===== src/rtl/uart_pkg.sv =====
// Shared types and constants for the UART loopback path: transmit sequencer states and ASCII codes.
// No logic; imported by the loopback buffer and its FIFO.
package uart_pkg;

    typedef enum logic [1:0] {
        IDLE,
        LAUNCH,
        WAIT_DONE,
        CRLF
    } tx_seq_state_t;

    localparam logic [7:0] ASCII_CR = 8'h0D;
    localparam logic [7:0] ASCII_LF = 8'h0A;

endpackage


===== src/rtl/sync_fifo.sv =====
// Circular byte FIFO with occupancy count and sticky overflow; push/pop take effect at the clock edge.
// A push while full is accepted only when a pop frees a slot in the same cycle, otherwise it is dropped.
module sync_fifo
    import uart_pkg::*;
#(
    parameter int DEPTH = 16,
    parameter int WIDTH = 8,
    parameter int PTR_W = $clog2(DEPTH)
) (
    input  logic             clk,
    input  logic             reset,
    input  logic             push,
    input  logic [WIDTH-1:0] wr_data,
    input  logic             pop,
    output logic [WIDTH-1:0] rd_data,
    output logic [PTR_W:0]   count,
    output logic             full,
    output logic             empty,
    output logic             overflow
);

    localparam logic [PTR_W:0] FULL_COUNT = (PTR_W + 1)'(DEPTH);

    logic [WIDTH-1:0] mem [DEPTH];
    logic [PTR_W-1:0] wr_ptr;
    logic [PTR_W-1:0] rd_ptr;
    logic             do_push;
    logic             do_pop;

    assign full    = (count == FULL_COUNT);
    assign empty   = (count == '0);
    assign do_pop  = pop && !empty;
    assign do_push = push && (!full || do_pop);
    assign rd_data = mem[rd_ptr];

    // Storage needs no reset: only entries between the pointers are ever read.
    always_ff @(posedge clk) begin
        if (do_push) begin
            mem[wr_ptr] <= wr_data;
        end
    end

    always_ff @(posedge clk or posedge reset) begin
        if (reset) begin
            wr_ptr   <= '0;
            rd_ptr   <= '0;
            count    <= '0;
            overflow <= 1'b0;
        end else begin
            if (do_push) begin
                wr_ptr <= wr_ptr + 1'b1;
            end
            if (do_pop) begin
                rd_ptr <= rd_ptr + 1'b1;
            end
            case ({do_push, do_pop})
                2'b10:   count <= count + 1'b1;
                2'b01:   count <= count - 1'b1;
                default: count <= count;
            endcase
            if (push && !do_push) begin
                overflow <= 1'b1;
            end
        end
    end

endmodule


===== src/rtl/uart_loopback_fifo.sv =====
// Loopback buffer: rx_valid rising edge pushes a byte; FSM pops and replays bytes to uart_tx via start/busy, tx_start 2 cycles after a push into an empty FIFO.
// Bytes arriving while full are dropped (sticky overflow). UART_LOOPBACK_CRLF_EN appends 0x0A after each transmitted 0x0D.
module uart_loopback_fifo
    import uart_pkg::*;
#(
    parameter int DEPTH = 16,
    parameter int PTR_W = $clog2(DEPTH)
) (
    input  logic           clk,
    input  logic           reset,
    input  logic [7:0]     rx_data,
    input  logic           rx_valid,
    input  logic           tx_busy,
    output logic           tx_start,
    output logic [7:0]     tx_data,
    output logic [PTR_W:0] count,
    output logic           full,
    output logic           empty,
    output logic           overflow
);

    tx_seq_state_t state;
    tx_seq_state_t next_state;
    logic          rx_valid_q;
    logic          push;
    logic          pop;
    logic [7:0]    head;

    assign push = rx_valid && !rx_valid_q;

    sync_fifo #(
        .DEPTH (DEPTH),
        .WIDTH (8),
        .PTR_W (PTR_W)
    ) u_fifo (
        .clk      (clk),
        .reset    (reset),
        .push     (push),
        .wr_data  (rx_data),
        .pop      (pop),
        .rd_data  (head),
        .count    (count),
        .full     (full),
        .empty    (empty),
        .overflow (overflow)
    );

    always_ff @(posedge clk or posedge reset) begin
        if (reset) begin
            rx_valid_q <= 1'b0;
            state      <= IDLE;
            tx_data    <= 8'h00;
        end else begin
            rx_valid_q <= rx_valid;
            state      <= next_state;
            if (pop) begin
                tx_data <= head;
`ifdef UART_LOOPBACK_CRLF_EN
            end else if (state == CRLF) begin
                tx_data <= ASCII_LF;
`endif
            end
        end
    end

    // tx_start decodes straight from state so reset drops it without waiting for a clock.
    always_comb begin
        next_state = state;
        pop        = 1'b0;
        tx_start   = 1'b0;
        case (state)
            IDLE: begin
                if (!empty) begin
                    pop        = 1'b1;
                    next_state = LAUNCH;
                end
            end
            LAUNCH: begin
                tx_start = 1'b1;
                if (tx_busy) begin
                    next_state = WAIT_DONE;
                end
            end
            WAIT_DONE: begin
                if (!tx_busy) begin
`ifdef UART_LOOPBACK_CRLF_EN
                    next_state = (tx_data == ASCII_CR) ? CRLF : IDLE;
`else
                    next_state = IDLE;
`endif
                end
            end
`ifdef UART_LOOPBACK_CRLF_EN
            CRLF: begin
                next_state = LAUNCH;
            end
`endif
            default: begin
                next_state = IDLE;
            end
        endcase
    end

endmodule


===== config.mk =====
export PLATFORM = sky130hd
export DESIGN_NAME = uart_loopback_fifo
export DESIGN_NICKNAME = d
export VERILOG_FILES = /design/src/rtl/uart_pkg.sv /design/src/rtl/sync_fifo.sv /design/src/rtl/uart_loopback_fifo.sv
export SDC_FILE = /design/constraint.sdc
export NUM_CORES = 1
export LEC_CHECK = 0
export BUFFER_PORTS_ARGS = -buffer_cell sky130_fd_sc_hd__buf_2
export CORE_MARGIN = 2
export CORE_UTILIZATION = 40
export DETAILED_ROUTE_END_ITERATION = 8
export GPL_TIMING_DRIVEN = 0
export PLACE_DENSITY = 0.63
export RECOVER_POWER = 25
export SETUP_SLACK_MARGIN = 0.2
export SLEW_MARGIN = 20
export SYNTH_ARGS = -nofsm -noshare
export SYNTH_HDL_FRONTEND = slang
export SYNTH_SLANG_ARGS = --single-unit

===== constraint.sdc =====
create_clock -name clk -period 7.8 [get_ports clk]
set_input_delay 1.17 -clock clk [delete_from_list [all_inputs] [get_ports clk]]
set_output_delay 1.17 -clock clk [all_outputs]
set_load 0.01 [all_outputs]

## After elaboration in Yosys (flattened, before gate mapping)

Memories as Yosys holds them, arrays and structs flattened. A register that Yosys moved wholly into a read port is not among the register bits.
Cells that the tools add are included.

| storage, ports and cells | value |
|---|---|
| logic and storage cells | 42 |
| memories kept | 1 |
| memory bits (writable) | 128 |
| register bits | 17 |
| bits of input ports | 12 |
| output and inout port bits | 17 |

Memory list:

| memory | words | bits a word | read ports | clocked after memory_dff | wr ports | RTL line | text |
|---|---|---|---|---|---|---|---|
| u_fifo.mem | 16 | 8 | 1 | 1 | 1 | sync_fifo.sv:24 | `logic [WIDTH-1:0] mem [DEPTH];` |

| operators by class | value |
|---|---|
| multiplexer cells | 10 |
| eq/ne operators | 8 |
| $add $sub $neg | 4 |
| reductions and logical operators | 13 |

Operators with widths:

| operator | count |
|---|---|
| 5-bit case mux with 2 select lines | 1 |
| 4-bit by 1-bit adder with 4-bit output (second input constant) | 2 |
| 2-bit 2-to-1 mux | 3 |
| 2-bit inequality test (second input constant) | 3 |
| 2-bit case mux with 3 select lines | 1 |
| 5-bit by 1-bit adder with 5-bit output (second input constant) | 1 |
| 5-bit == test (second input constant) | 1 |
| 5-bit zero test | 1 |
| 1-bit 2-to-1 mux | 5 |
| 5-bit by 1-bit subtractor with 5-bit output (second input constant) | 1 |
| 2-bit by 1-bit == test with 1-bit output (second input constant) | 2 |
| 2-bit == test (second input constant) | 2 |
| 1-bit logical AND | 4 |
| 1-bit zero test | 4 |
| 3-bit AND reduction | 1 |
| 2-bit zero test | 1 |
| 2-bit nonzero test | 1 |
| 1-bit logical OR | 1 |

## Longest topological paths before layout

| logic depth | value |
|---|---|
| depth after elaboration | 8 |
| depth in mapped cells | 13 |
| mapped depth without buffers | 10 |

## Modules after synthesis

A second synthesis with hierarchy kept.

| unflattened totals | value |
|---|---|
| cells, all modules | 339 |
| area, all modules | 6268.5 um^2 |

Modules (own cells, without submodules):

| module | times used | cells an instance | sequential area each (um^2) | area each (um^2) |
|---|---|---|---|---|
| sync_fifo | 1 | 312 | 4194.0 | 5840.6 |
| uart_loopback_fifo | 1 | 27 | 275.3 | 427.9 |

## Least setup slack after synthesis

Ideal clock, no wire load.

| timing path | value |
|---|---|
| kind | input port to flip-flop |
| start | input rx_valid |
| end | register u_fifo.count[4] |
| setup time | 80 ps |
| path slack | 4730 ps |
| path buffers | 1 |
| arrival | 2990 ps |
| cell stages on the path | 11 |
| required time | 7720 ps |
| cell sequence | nand2b_1 -> a31oi_2 -> inv_1 -> ha_1 -> clkbuf_1 -> xor2_1 -> ha_1 -> o21a_1 -> o21a_1 -> o32ai_1 -> xnor2_1 |

| on the way | value |
|---|---|
| cells in the longest elaborated chain, start to end | 4 |
| elaborated cells on any way between the ends | 6 |
| those cells by class | eq/ne: 2; mux: 1; reduce/logical: 3 |

RTL lines:

| item | RTL line | text |
|---|---|---|
| start, declared | uart_loopback_fifo.sv:12 | `input logic rx_valid,` |
| 1-bit logical AND * | uart_loopback_fifo.sv:29 | `assign push = rx_valid && !rx_valid_q;` |
| 1-bit logical AND * | sync_fifo.sv:33 | `assign do_push = push && (!full \|\| do_pop);` |
| 2-bit by 1-bit == test with 1-bit output / 2-bit == test (equally long branches) | sync_fifo.sv:56 | `case ({do_push, do_pop})` |
| 5-bit case mux with 2 select lines / 2-bit nonzero test (equally long branches) | - |  |
| end signal, assigned | sync_fifo.sv:57 | `2'b10: count <= count + 1'b1;` |
| end signal, assigned | sync_fifo.sv:58 | `2'b01: count <= count - 1'b1;` |
| end signal, assigned | sync_fifo.sv:59 | `default: count <= count;` |
| end, declared | sync_fifo.sv:16 | `output logic [PTR_W:0] count,` |

Mark *: on every way between the ends. The rest lies on a longest branch, timed or not.
A chain may end at the register's enable or synchronous reset.

## Worst setup path after layout

Ends and elaborated chain as after synthesis.

==> impl_metrics.yaml <==
run:
  cap_violations: 0
global_route:
  antenna_found_initial: 0
  gr-total-overflow: 0
  grt_pass1_vias: 3242
  grt_start_max_net_pins: 26
  grtUsageTotal: 0.1622
  grt_pass1_wl_um: 19020
floorplan:
  core_area_um2: 15260
  die_width_um: 129.1
  die_y_um: 129.1
  ioPinCount: 29
  fp.dieArea_um2: 16670
  row_count: 45
  start_util: 0.4103
placement:
  dp_hpwl_um: 8086
  gp_congestion: 0.7931
  port_buffers: 28
  dp.cells: 577
sta:
  setup_viol: 0
  worst_slew_pin_slew_ns: 0.9576
  finClkSkew_ns: 0.006214
  max_freq_mhz: 314.8
  tns_ns: 0
  period_needed_ns: 3.176
  post-route-period-util: 0.4072
  rsz0062_at_grt: "false"
  holdWs_ns: 0.4649
  slew_headroom: 0.3577
  slew_violations: 0
  finalHoldViolCount: 0
detailed_routing:
  vias: 3179
  wl_um: 12290
  drcViolationCount: 0
  viasPerCell: 5.220
  drtIter0Drc: 284
  dr.pass1.iters: 5
  wl_per_cell_um: 20.19
  ant_nets: 0
setup_path:
  worstPathCellList: "buf_2, nand2b_1, a31oi_2, inv_1, ha_1, clkbuf_1, xor2_1, ha_1, o21a_1, o21a_1, o32ai_1, xnor2_1"
  critical-path-top-delay-family: "compound AO/OA/AOI/OAI gates"
  start_kind: "primary input"
  reg2regPathDepth: 13
  path_depth: 12
  worstPathMaxFanout: 9
  crit_start: "rx_valid"
  critPathCapture: "u_fifo.count[4]$_DFFE_PP0P_"
  r2r_end: "u_fifo.count[4]$_DFFE_PP0P_"
  r2r-start: "u_fifo.count[1]$_DFFE_PP0P_"
  r2r_setup_slack_ns: 4.71
  path_buf_inv: 3
  slowest_stage: "a31oi_2"
  worstSetupEndpointType: "flip-flop"
  crit_path_max_incr_delay_ns: 0.51
  arrival_ns: 3.52
  path_class: "in -> reg"
  cp.required_ns: 8.15
logic_synthesis:
  synth_area_per_cell_um2: 18.52
  syn-cell-area_um2: 6260
  yosys.area.top_type: "edfxtp_1"
  ys_top_cells_by_area: "edfxtp_1 (61%), dfrtp_1 (10%), mux4_2 (8.6%)"
  async_flop_share: 0.1634
  yosys_most_used_dff: "edfxtp_1"
  yosys.area.top_type_share: 0.6140
  synth-edff-count: 128
  yosys-top-cells-count: "edfxtp_1 (128), dfrtp_1 (25), mux4_2 (24)"
  yosys_warnings: 0
  seq_area_frac_synth: 0.7140
  syn_nets: 359
  ys_seq_elements: 153
  synthCells: 338
  synth_most_common_cell: "edfxtp_1"
  ys_types: 43
clock_network:
  cts_tree: "yes"
  cts_root_buf: "clkbuf_16"
  cts_buffers: 17
  clk_pin_slew_ns: 0.06
  cts_sinks: 153
  cts-resized-gates: 0
  cts_setup_buffers: 0
  cts_max_level: 4
  hold_buffers: 0
  cts_buffer_depth: 2
  clk-insertion-delay-late_ns: 0.43
outcome:
  status: "finished, final reports clean"
cells_and_area:
  antenna_cells: 0
  nFillCells: 1304
  fin_cells: 609
  area_growth_pct: 15.09
  nNetsFinal: 406
  drive_gt1_frac: 0.2437
pwr:
  p_leak_uw: 0.002519
  ir_drop_mv: 0.1905
  p_per_area_nw_per_um2: 367.9
hold_path:
  hold_class: "reg -> reg"
==> per-stage QoR <==
stage,cell area [µm²],utilization,power [µW],setup WS [ns]
6_report,7204,0.4722,2651,4.624
3_3_place_gp,6664,0.4367,1915,4.296
2_1_floorplan,6260,-,1693,4.730
3_5_place_dp,6684,0.4380,1946,4.231
4_1_cts,7211,0.4726,2674,4.671
5_1_grt,7204,0.4722,2798,4.439
==> area by class of cell <==
cell class,count,area [µm²],share of cell area
buffer,21,131.4,0.01824
timing repair buffer,28,133.9,0.01858
sequential,153,4469,0.6204
tap,211,264.0,0.03664
inverter,8,30.03,0.004168
clock inverter,10,52.55,0.007294
clock buffer,22,474.2,0.06582
multi-input combinational,156,1649,0.2289
==> layout by cell type (no fill, tap or decap), types with 5 or more instances in the layout <==
master,count
mux4_1,8
a211o_1,8
clkbuf_1,13
xnor2_1,8
nand2b_1,6
mux4_2,24
clkbuf_16,17
a22o_1,8
clkinv_2,5
mux2i_1,8
dfrtp_1,25
nor2b_1,9
ha_1,9
inv_1,6
nand2_1,11
a21oi_1,10
nor2_1,17
buf_2,28
edfxtp_1,128
==> registers in the layout, summed over array words and instances (netlist names) <==
signal / flops
tx_data: 8
u_fifo.overflow: 1
u_fifo.mem: 128
u_fifo.wr_ptr: 4
u_fifo.rd_ptr: 4
u_fifo.count: 5
state: 2
rx_valid_q: 1
==> worst min-delay path: cells and delay by family (launching register included) <==
family          cells  cell delay [ns]
compound gates      1             0.05
flops               1             0.34
buf+inv             1             0.04
==> how the worst min path moves through the flow <==
stage | start | end | slack (ns) | cells past startpoint
floorplan | u_fifo.overflow$_DFFE_PP0P_ | u_fifo.overflow$_DFFE_PP0P_ | 0.50 | 2
global placement | u_fifo.overflow$_DFFE_PP0P_ | u_fifo.overflow$_DFFE_PP0P_ | 0.44 | 2
detailed placement | u_fifo.overflow$_DFFE_PP0P_ | u_fifo.overflow$_DFFE_PP0P_ | 0.46 | 2
CTS | u_fifo.overflow$_DFFE_PP0P_ | u_fifo.overflow$_DFFE_PP0P_ | 0.47 | 2
global route | u_fifo.overflow$_DFFE_PP0P_ | u_fifo.overflow$_DFFE_PP0P_ | 0.50 | 2
finish | u_fifo.overflow$_DFFE_PP0P_ | u_fifo.overflow$_DFFE_PP0P_ | 0.46 | 2
==> routing by layer <==
layer  vias to the layer above  wire length [µm]  global-route usage
met5                         -                 0                   0
met4                         0               188             0.06522
met3                        15               741             0.04913
met2                        83              5640              0.2387
met1                      1648              5724              0.2282
li1                       1433                 -                   -
==> cell families (layout without fill, tap and decap cells) <==
family	after synthesis	count (layout)	synth area share
simple gates	55	55	0.04477
fa+ha+maj	9	9	0.01799
xor+xnor	12	12	0.01679
compound gates	39	39	0.04617
mux	41	41	0.1345
flops	153	153	0.7140
buf+inv	29	89	0.02578
==> power breakdown <==
part	switching, µW	total, µW	internal [µW]	leakage [µW]
Clock	304	730	425	0.000262
Sequential	50.2	1040	986	0.00145
Combinational	477	885	408	0.000807
(Power assumes the default switching activity.)
